$ cat src/rtl/binary_to_bcd_converter.sv
// Sequential double-dabble binary-to-BCD converter: one operand bit per cycle, N cycles per
// conversion, with a sticky flag for operands that do not fit in D decimal digits.
module binary_to_bcd_converter #(
  parameter int unsigned N = 13,
  parameter int unsigned D = 4
) (
  input  logic           clk_i,
  input  logic           reset_ni,
  input  logic           start_i,
  input  logic [N-1:0]   binary_i,
  output logic           ready_o,
  output logic           done_o,
  output logic [4*D-1:0] bcd_o,
  output logic           overflow_o
);

  localparam int unsigned CntW = (N > 1) ? $clog2(N) : 1;

  typedef enum logic [1:0] {
    StIdle = 2'd0,
    StOp   = 2'd1,
    StDone = 2'd2
  } state_e;

  state_e          state_q;
  logic [N-1:0]    shift_q, shift_d;
  logic [4*D-1:0]  acc_q, acc_d, acc_adj;
  logic            ovf_q, ovf_d, carry;
  logic [CntW-1:0] cnt_q;
  logic [4*D-1:0]  bcd_q;
  logic            overflow_q;

  // Add-3 on every digit >= 5, then shift {acc, shift} left; the bit leaving the top digit
  // represents a lost multiple of 10^D.
  always_comb begin
    acc_adj = acc_q;
    for (int i = 0; i < int'(D); i++) begin
      if (acc_q[4*i +: 4] >= 4'd5) begin
        acc_adj[4*i +: 4] = acc_q[4*i +: 4] + 4'd3;
      end
    end
    {carry, acc_d, shift_d} = {acc_adj, shift_q, 1'b0};
    ovf_d = ovf_q | carry;
  end

  always_ff @(posedge clk_i or negedge reset_ni) begin
    if (!reset_ni) begin
      state_q    <= StIdle;
      shift_q    <= '0;
      acc_q      <= '0;
      ovf_q      <= 1'b0;
      cnt_q      <= '0;
      bcd_q      <= '0;
      overflow_q <= 1'b0;
    end else begin
      unique case (state_q)
        StIdle: begin
          if (start_i) begin
            shift_q <= binary_i;
            acc_q   <= '0;
            ovf_q   <= 1'b0;
            cnt_q   <= CntW'(N - 1);
            state_q <= StOp;
          end
        end
        StOp: begin
          shift_q <= shift_d;
          acc_q   <= acc_d;
          ovf_q   <= ovf_d;
          if (cnt_q == '0) begin
            bcd_q      <= acc_d;
            overflow_q <= ovf_d;
            state_q    <= StDone;
          end else begin
            cnt_q <= cnt_q - 1'b1;
          end
        end
        StDone:  state_q <= StIdle;
        default: state_q <= StIdle;
      endcase
    end
  end

  assign ready_o    = (state_q == StIdle);
  assign done_o     = (state_q == StDone);
  assign bcd_o      = bcd_q;
  assign overflow_o = overflow_q;

endmodule

$ cat config.mk
export PLATFORM = sky130hd
export DESIGN_NAME = binary_to_bcd_converter
export DESIGN_NICKNAME = d
export VERILOG_FILES = /design/src/rtl/binary_to_bcd_converter.sv
export SDC_FILE = /design/constraint.sdc
export NUM_CORES = 1
export LEC_CHECK = 0
export ABC_CLOCK_PERIOD_IN_PS = 2060
export BUFFER_PORTS_ARGS = -buffer_cell sky130_fd_sc_hd__buf_2
export CELL_PAD_IN_SITES_DETAIL_PLACEMENT = 2
export CELL_PAD_IN_SITES_GLOBAL_PLACEMENT = 2
export CORE_ASPECT_RATIO = 1.75
export CORE_MARGIN = 10
export CORE_UTILIZATION = 36
export DETAILED_ROUTE_END_ITERATION = 8
export PLACE_DENSITY = 0.85
export SETUP_SLACK_MARGIN = 0.5
export SYNTH_ARGS = -nofsm -noshare
export SYNTH_HDL_FRONTEND = slang
export SYNTH_SLANG_ARGS = --single-unit
$ cat constraint.sdc
create_clock -name clk_i -period 2.06 [get_ports clk_i]
set_clock_uncertainty 0.05 [all_clocks]
set_input_delay 0.412 -clock clk_i [delete_from_list [all_inputs] [get_ports clk_i]]
set_output_delay 0.412 -clock clk_i [all_outputs]
set_load 0.05 [all_outputs]
# After elaboration in Yosys (flattened, before gate mapping)
# Cells that the tools add are included.
[op_classes]
eq_ne = 5
bitwise = 1
muxes = 16
n_addsub = 5
n_reduce_logical = 7
magnitude_cmp = 4
[op_table]
columns = ["operator", "count"]
rows = [
  ["case mux 16 bit (2 select lines)", 1],
  ["case mux 13 bit (2 select lines)", 1],
  ["two-way mux 4 bit", 6],
  ["adder 4 x 2 -> 4 bit (second input constant)", 4],
  [">= comparator 4 x 3 -> 1 bit (second input constant)", 4],
  ["two-way mux 16 bit", 1],
  ["two-way mux 13 bit", 1],
  ["case mux 4 bit (2 select lines)", 1],
  ["inequality test 2 bit (second input constant)", 3],
  ["AND reduction 2 bit", 3],
  ["zero test 4 bit", 1],
  ["two-way mux 2 bit", 2],
  ["case mux 2 bit (2 select lines)", 1],
  ["subtractor 4 x 1 -> 4 bit (second input constant)", 1],
  ["AND reduction 3 bit", 1],
  ["equality test 2 x 1 -> 1 bit (second input constant)", 1],
  ["equality test 2 bit (second input constant)", 1],
  ["zero test 2 bit", 1],
  ["case mux 1 bit (2 select lines)", 1],
  ["nonzero test 2 bit", 1],
  ["two-way mux 1 bit", 1],
  ["bitwise OR 1 bit", 1],
]
[word_totals]
input_bits = 16
out_inout_bits = 19
elab_cells = 45
ff_bits = 53

# Longest topological paths before layout
# Gate-level depths: netlist (run 1).
[depth]
word_depth = 4
depth_mapped = 7
ltp_nobuf = 6

# Least setup slack after synthesis (run 1)
# Ideal clock, no wire load.
[synth_timing]
kind = "flip-flop to flip-flop"
start = "reg cnt_q[0]"
end = "reg bcd_q[10] (netlist: bcd_o[10])"
t_arrival_ns = 1.455
period_less_slack_ns = 1.629
path_stages_with_launch = 7
slack_ns = 0.431
setup_ns = 0.125
cell_sequence = "dfrtp_1 > inv_1 > ha_1 > nor3b_2 > nand2_2 > inv_4 > mux2_2"
[synth_between]
elab_chain_cells = 2
[synth_lines]
columns = ["element", "line_no", "source"]
rows = [
  ["start, declared", "29", "logic [CntW-1:0] cnt_q;"],
  ["start signal, assigned", "62", "cnt_q <= CntW'(N - 1);"],
  ["start signal, assigned", "75", "cnt_q <= cnt_q - 1'b1;"],
  ["zero test 4 bit", "70", "if (cnt_q == '0) begin"],
  ["AND reduction 2 bit (no line)", "--", ""],
  ["end signal, assigned", "53", "bcd_q <= '0;"],
  ["end signal, assigned", "71", "bcd_q <= acc_d;"],
  ["end, declared", "30", "logic [4*D-1:0] bcd_q;"],
]
# No other way between the ends.
# A chain may end at the register's enable or synchronous reset.

# Worst setup path in the final report (run 1)
[layout_timing]
start = "reg cnt_q[1]"
end = "reg cnt_q[0]"
[layout_between]
elab_chain_cells = 3
[layout_lines]
columns = ["element", "line_no"]
rows = [
  ["zero test 4 bit", "70"],
  ["inequality test 2 bit (no line)", "--"],
  ["AND reduction 3 bit (no line)", "--"],
]
# No other way between the ends.

==> flow_summary.ini, run 1 <==
[clock_network]
tritoncts = built
clk_pin_slew_ns = 0.07
cts_root_buffer = clkbuf_16
worstSkewPairLatency_ns = 0.30
clockBufferDepth = 2
clkSinkCount = 53
cts_buffers = 5
htree_levels = 2

[die]
io_pins = 35
start_util_pct = 36.8
fp.dieW_um = 83.3
die_h_um = 131
placementRows = 40
die_area_um2 = 10900
core_um2 = 6860

[timing]
report.final.slew_viol_count = 0
setup_violations = 0
setup-tns-final_ns = 0
fmax_mhz = 594
relSlewSlack_pct = 63.5
whs_ns = 0.0378
period_needed_ns = 1.68
finalHoldViolCount = 0
worst_pin_slew_ns = 0.548
min_period_over_period_pct = 81.7
grt_setup_unrepaired = true

[placement]
hpwl_mm = 5.15
place_area_um2 = 2830
place_congestion = 0.757
dp_cells = 359
numPortBuffers = 34

[worst_setup_path]
path_max_fanout = 4
worstPathArrival_ns = 1.85
crit-reg2reg-capture = cnt_q[0]
timing.reg2reg.worst_path_depth = 7
regToRegStartpoint = cnt_q[1]
reg2reg_slack_ns = 0.38
cp-end-kind = register
critical_path.startpoint_type = register
critPathLaunch = cnt_q[1]
cp_data_required_time_ns = 2.23
crit_end = cnt_q[0]
crit_type = register to register

[grt]
grt_usage_pct = 14.3
gr-total-overflow = 0
antenna_found_initial = 0
grt_pass1_wl_mm = 12.7
grt_max_degree = 34
grt_pass1_vias = 2428

[drt]
drtIter0Drc = 50
wl_per_cell_um = 22.7
drc = 0
wl_mm = 8.93
vias_per_cell = 5.44
drt_pass1_iterations = 4
ant_nets = 0
vias = 2136

[final_layout]
fin_area_um2 = 3470
drive_gt1_share_pct = 40.5
nNetsFinal = 333
fill_cells = 689
diodes = 0
area_growth_pct = 37.4
fin_cells = 393

[synth]
syn-num-nets = 270
synth_warnings = 0
syn-cell-area_um2 = 2520
synth.distinct_cells = 31
netlist_instances = 245
yosys_register_bits = 53
synth_area_per_cell_um2 = 10.3
ys_seq_area_share_pct = 52.6

[run]
cap_violations = 0

[status]
status = complete, no violations

[worst_hold_path]
hold_class = primary input to async pin

[power]
leakage_nw = 1.61
p_per_area_nw_per_um2 = 1950
vdd_drop_max_v = 0.000795
cells in the final DEF, fill, tap and decap left out, types with 2 or more instances in the layout:
cell type	synthesis	final
mux2i_2	0	4
xnor2_2	0	2
a22o_1	6	6
nand2_1	35	35
dfrtp_2	0	4
buf_4	1	25
nor2b_4	0	2
mux2i_1	17	13
nor3_1	6	6
ha_2	0	3
mux2_4	0	6
a21oi_4	0	4
o21ai_1	19	21
dfrtp_1	53	49
xnor2_1	4	2
buf_6	1	4
a21oi_1	14	10
o21ai_0	23	21
inv_2	0	10
ha_4	0	6
nand3_1	4	4
clkbuf_16	0	6
inv_1	12	2
clkinv_2	0	2
buf_12	0	3
nand2b_4	0	4
buf_2	6	32
nor3b_1	8	8
flip-flops by register name (all words and copies together), names as in the netlist:
name	flops
state_q	2
bcd_o	16
shift_q	13
ovf_q	1
acc_q	16
cnt_q	4
overflow_o	1
Yosys cell counts:
| master | number | area, µm² |
|---|---|---|
| nor3b_2 | 1 | 12.5 |
| a21oi_1 | 14 | 70.1 |
| o311ai_1 | 1 | 8.76 |
| dfrtp_1 | 53 | 1330 |
| nand2_2 | 1 | 6.26 |
| inv_4 | 1 | 6.26 |
| a22o_1 | 6 | 52.6 |
| o21ai_1 | 19 | 95.1 |
| o32ai_1 | 1 | 8.76 |
| buf_6 | 1 | 11.3 |
| nor3b_1 | 8 | 60.1 |
| inv_1 | 12 | 45.0 |
| nor4_1 | 1 | 6.26 |
| o21bai_2 | 1 | 11.3 |
| nand2_1 | 35 | 131 |
| xnor2_1 | 4 | 35.0 |
| a2bb2oi_1 | 1 | 8.76 |
| nand3_1 | 4 | 20.0 |
| clkbuf_1 | 2 | 7.51 |
| buf_4 | 1 | 7.51 |
| a32o_1 | 1 | 10.0 |
| nor2_1 | 2 | 7.51 |
| mux2_1 | 1 | 11.3 |
| o21ai_0 | 23 | 115 |
| nor3_1 | 6 | 30.0 |
| nor2b_1 | 3 | 18.8 |
| nand2b_1 | 5 | 31.3 |
| buf_2 | 6 | 30.0 |
| mux2i_1 | 17 | 170 |
| ha_1 | 9 | 113 |
| mux2_2 | 5 | 56.3 |
per-stage QoR:
step	power (W)	worst slack [ns]	util, %
after global placement	0.00453	0.319	41.2
after CTS	0.00609	0.442	47.0
after global routing	0.00721	0.280	50.6
after floorplan	0.00391	0.472	-
after detailed placement	0.00473	0.257	41.2
final	0.00676	0.377	50.6
final cells by class:
class                   instances  area (µm²)  share of cell area, %
flip-flops and latches         53        1330                   38.4
clock inverters                 3        17.5                  0.505
multi-input cells             169        1340                   38.6
clock buffers                   5         125                   3.61
well taps                      84         105                   3.03
repair buffers                 66         493                   14.2
inverters                      13        56.3                   1.62
what timing repair did:
item,in CTS,in global routing
gates cloned,0,1
hold endpoints to repair,0,0
pin swaps,7,9
hold buffers,0,0
setup buffers,13,12
gates resized for setup,40,30
endpoints found under the setup margin,50,40
how the worst min path moves through the flow:
stage,startpoint,to,slack (ns)
CTS,reset_ni,acc_q[0],0.05
detailed placement,reset_ni,cnt_q[2],0.37
global placement,reset_ni,cnt_q[2],0.37
finish,reset_ni,cnt_q[2],0.04
floorplan,reset_ni,acc_q[0],0.07
global route,reset_ni,acc_q[3],0.06
worst max-delay path, stage by stage, from the launching register on:
cell     delay [ns]
dfrtp_1        0.39
inv_2          0.07
ha_4           0.16
nor3b_4        0.16
buf_4          0.17
nor3_1         0.30
a21oi_1        0.12
o21ai_0        0.18
report_power, final:
part | total [W] | internal, W | switching (W)
clock network | 0.000854 | 0.000447 | 0.000406
registers | 0.00201 | 0.00152 | 0.000485
logic | 0.00390 | 0.00166 | 0.00224
total | 0.00676 | 0.00363 | 0.00313
metal layers:
metal / wire (µm) / GRT usage, % / up-vias / part of all wire, %
met5: 0 / 0 / - / 0
met4: 329 / 5.33 / 0 / 3.7
met3: 297 / 3.16 / 25 / 3.3
met2: 5100 / 28.4 / 50 / 57
met1: 3200 / 13.9 / 1090 / 36
li1: - / - / 971 / -
kinds of logic (layout without fill, tap and decap cells):
kind of cell,Yosys count,in the layout,synth area share (%)
compound gates,67,67,15.1
simple gates,66,66,12.8
flops,53,53,52.6
mux,23,23,9.42
buf+inv,23,87,4.26
fa+ha+maj,9,9,4.46
xor+xnor,4,4,1.39
(Power assumes the default switching activity.)
==> run 2, diff against run 1 <==
--- a/config.mk
+++ b/config.mk
@@ -5,15 +5,16 @@
 export SDC_FILE = /design/constraint.sdc
 export NUM_CORES = 1
 export LEC_CHECK = 0
-export ABC_CLOCK_PERIOD_IN_PS = 2060
+export ABC_AREA = 1
+export ABC_CLOCK_PERIOD_IN_PS = 1500
 export BUFFER_PORTS_ARGS = -buffer_cell sky130_fd_sc_hd__buf_2
 export CELL_PAD_IN_SITES_DETAIL_PLACEMENT = 2
 export CELL_PAD_IN_SITES_GLOBAL_PLACEMENT = 2
 export CORE_ASPECT_RATIO = 1.75
 export CORE_MARGIN = 10
-export CORE_UTILIZATION = 36
+export CORE_UTILIZATION = 31
 export DETAILED_ROUTE_END_ITERATION = 8
-export PLACE_DENSITY = 0.85
+export PLACE_DENSITY = 0.82
 export SETUP_SLACK_MARGIN = 0.5
 export SYNTH_ARGS = -nofsm -noshare
 export SYNTH_HDL_FRONTEND = slang
==> constraint.sdc (replaced) <==
create_clock -name clk_i -period 1.5 [get_ports clk_i]
set_clock_uncertainty 0.05 [all_clocks]
set_input_delay 0.3 -clock clk_i [delete_from_list [all_inputs] [get_ports clk_i]]
set_output_delay 0.3 -clock clk_i [all_outputs]
set_load 0.05 [all_outputs]
==> run 2 against run 1 <==
Effect of this change:
- global-route usage up 3.6 points
- combinational power up 100%
- sequential share of layout area down 7.1 points
- core utilization up 0.90 points
- the run now ends with hold timing, setup timing left
- fmax up 12%
- cell count up 27%
- setup slack worse by 0.39 ns
- design area up 23%
- clock power up 42%
- non-clock buffer count up 33
==> flow_summary.ini, run 2 <==
[synth]
netlist_instances = 312
synth.top_cells.by_count = nand2_1 (96), dfrtp_1 (53), nand3_1 (35)
syn-num-nets = 337
synth.distinct_cells = 28
synth-async-reset-ratio_pct = 100
ys.flop_type = dfrtp_1
yosys_register_bits = 53
synth_top_cell_by_area = dfrtp_1
synth_most_common_cell = nand2_1
syn-cell-area_um2 = 2630
synth_edf_count = 0
synth.top_cell.area_share_pct = 50.5
ys_seq_area_share_pct = 50.5
synth_warnings = 0
synth_area_per_cell_um2 = 8.41
ys_top_cells_by_area = dfrtp_1 (51%), nand2_1 (14%), nand3_1 (6.7%)

[status]
status = complete, but fails checks
violations = hold timing, setup timing

[timing]
whs_ns = -0.137
worst_pin_slew_ns = 0.489
min_period_over_period_pct = 101
grt_setup_unrepaired = true
fin_ws_ns = -0.00952
report.final.slew_viol_count = 0
finalHoldViolCount = 12
setup-tns-final_ns = -0.0192
period_needed_ns = 1.51
fmax_mhz = 662
relSlewSlack_pct = 67.1
setup_violations = 3

[power]
leakage_nw = 2.07
p_per_area_nw_per_um2 = 2800
vdd_drop_max_v = 0.00120

[drt]
vias = 2709
drt_pass1_iterations = 4
wl_mm = 12.6
wl_per_cell_um = 25.1
drc = 0
vias_per_cell = 5.41
ant_nets = 0
drtIter0Drc = 139

[grt]
antenna_found_initial = 0
grt_max_degree = 24
grt_pass1_vias = 3089
grt_usage_pct = 17.9
gr-total-overflow = 0
grt_pass1_wl_mm = 17.3

[final_layout]
final_common_cell = nand2_1
drive_gt1_share_pct = 53.5
final_cell_mix = nand2_1 (70), buf_4 (51), dfrtp_1 (50), buf_6 (25), nand3_2 (18)
fin_util_pct = 51.5
nNetsFinal = 434
diodes = 0
fill_cells = 855
area_growth_pct = 61.9
fin_cells = 501

[placement]
dp_cells = 436
hpwl_mm = 5.73
place_congestion = 0.791
numPortBuffers = 34

[clock_network]
clockBufferDepth = 2
clkSinkCount = 53
cts_buffers = 5
clk_pin_slew_ns = 0.07
tritoncts = built
htree_levels = 2
worstSkewPairLatency_ns = 0.31
cts_root_buffer = clkbuf_16

[die]
fp.dieW_um = 89.6
start_util_pct = 31.8
die_area_um2 = 12700
core_um2 = 8260
io_pins = 35
placementRows = 44
die_h_um = 142

[worst_setup_path]
crit_type = register to register
cp-end-kind = register
critical_path.startpoint_type = register
cp_data_required_time_ns = 1.68
worstPathArrival_ns = 1.69
path_max_fanout = 3

[worst_hold_path]
hold_class = primary input to async pin

[run]
cap_violations = 0
run 2: changes by cell type in the layout (fill, tap and decap cells not counted), moves of 9 or more:
cell and change:
buf_4 +26, buf_6 +21, buf_2 -17, o21ai_1 -9, mux2i_1 -13, inv_1 +10
nand3_2 +18, nand3_1 +10, nand2_4 +12, nand2_2 +13, o21ai_0 -10, nand2_1 +35
run 2: worst max-delay path, cell delays in order, from the launching register on:
cell     delay, ns
dfrtp_1       0.47
inv_2         0.11
ha_4          0.18
o21ai_0       0.20
o21ai_0       0.24
o21ai_1       0.18
run 2: per-layer routing:
metal,vias up,share of wire (%),GRT usage (%)
met1,1397,36,18.9
met3,30,3.2,3.50
met2,68,57,33.0
met4,0,3.5,7.24
met5,-,0,0
li1,1214,-,-
run 2: worst paths after layout:
| path | cells past startpoint | slack, ns | start | endpoint |
|---|---|---|---|---|
| max | 5 | -0.01 | acc_q[0] | bcd_o[3] |
| min | 1 | -0.14 | reset_ni | bcd_o[1] |
| max reg2reg | 5 | -0.01 | acc_q[0] | bcd_o[3] |
| min reg2reg | 2 | 0.45 | bcd_o[6] | bcd_o[6] |
| max in group asynchronous | 2 | 1.06 | reset_ni | state_q[0] |
| min in group clk_i | 2 | 0.19 | binary_i[0] | shift_q[0] |
run 2: layout make-up:
cell class | count | area (µm²) | area share (%)
timing repair buffer | 99 | 887 | 20.9
clock buffer | 7 | 143 | 3.36
sequential | 53 | 1330 | 31.3
timing repair inverter | 1 | 11.3 | 0.265
tap | 92 | 115 | 2.71
inverter | 31 | 146 | 3.44
multi-input combinational | 218 | 1620 | 38.1
run 2: power breakdown:
part	switching, W	total [W]	internal (W)
sequential	0.000701	0.00283	0.00212
combinational	0.00474	0.00788	0.00314
clock	0.000554	0.00121	0.000658
total	0.00599	0.0119	0.00592
run 2: timing repair:
item / CTS / global route
setup endpoints to repair: 72 / 72
endpoints found under the hold margin: 12 / 12
setup buffers: 45 / 11
gates resized for setup: 111 / 76
gates cloned: 2 / 0
pin swaps: 12 / 33
run 2: cell families after synthesis:
family	count (synthesis)	share of synthesized area, %
adder cells (fa/ha/maj)	9	4.29
AO/OA/AOI/OAI	59	13.0
flip-flops	53	50.5
AND/OR/NAND/NOR	150	24.5
buffers and inverters	41	7.63
run 2: per-stage QoR:
| step | power (W) | setup WS, ns | hold slack [ns] | cell area [µm²] |
|---|---|---|---|---|
| final | 0.0119 | -0.00952 | -0.137 | 4250 |
| after global routing | 0.0126 | -0.103 | -0.114 | 4250 |
| after CTS | 0.0102 | 0.0816 | -0.119 | 3890 |
| after detailed placement | 0.00704 | -0.0127 | 0.199 | 2990 |
| after global placement | 0.00677 | 0.0926 | 0.196 | 2990 |
| after floorplan | 0.00585 | 0.174 | -0.0456 | 2710 |
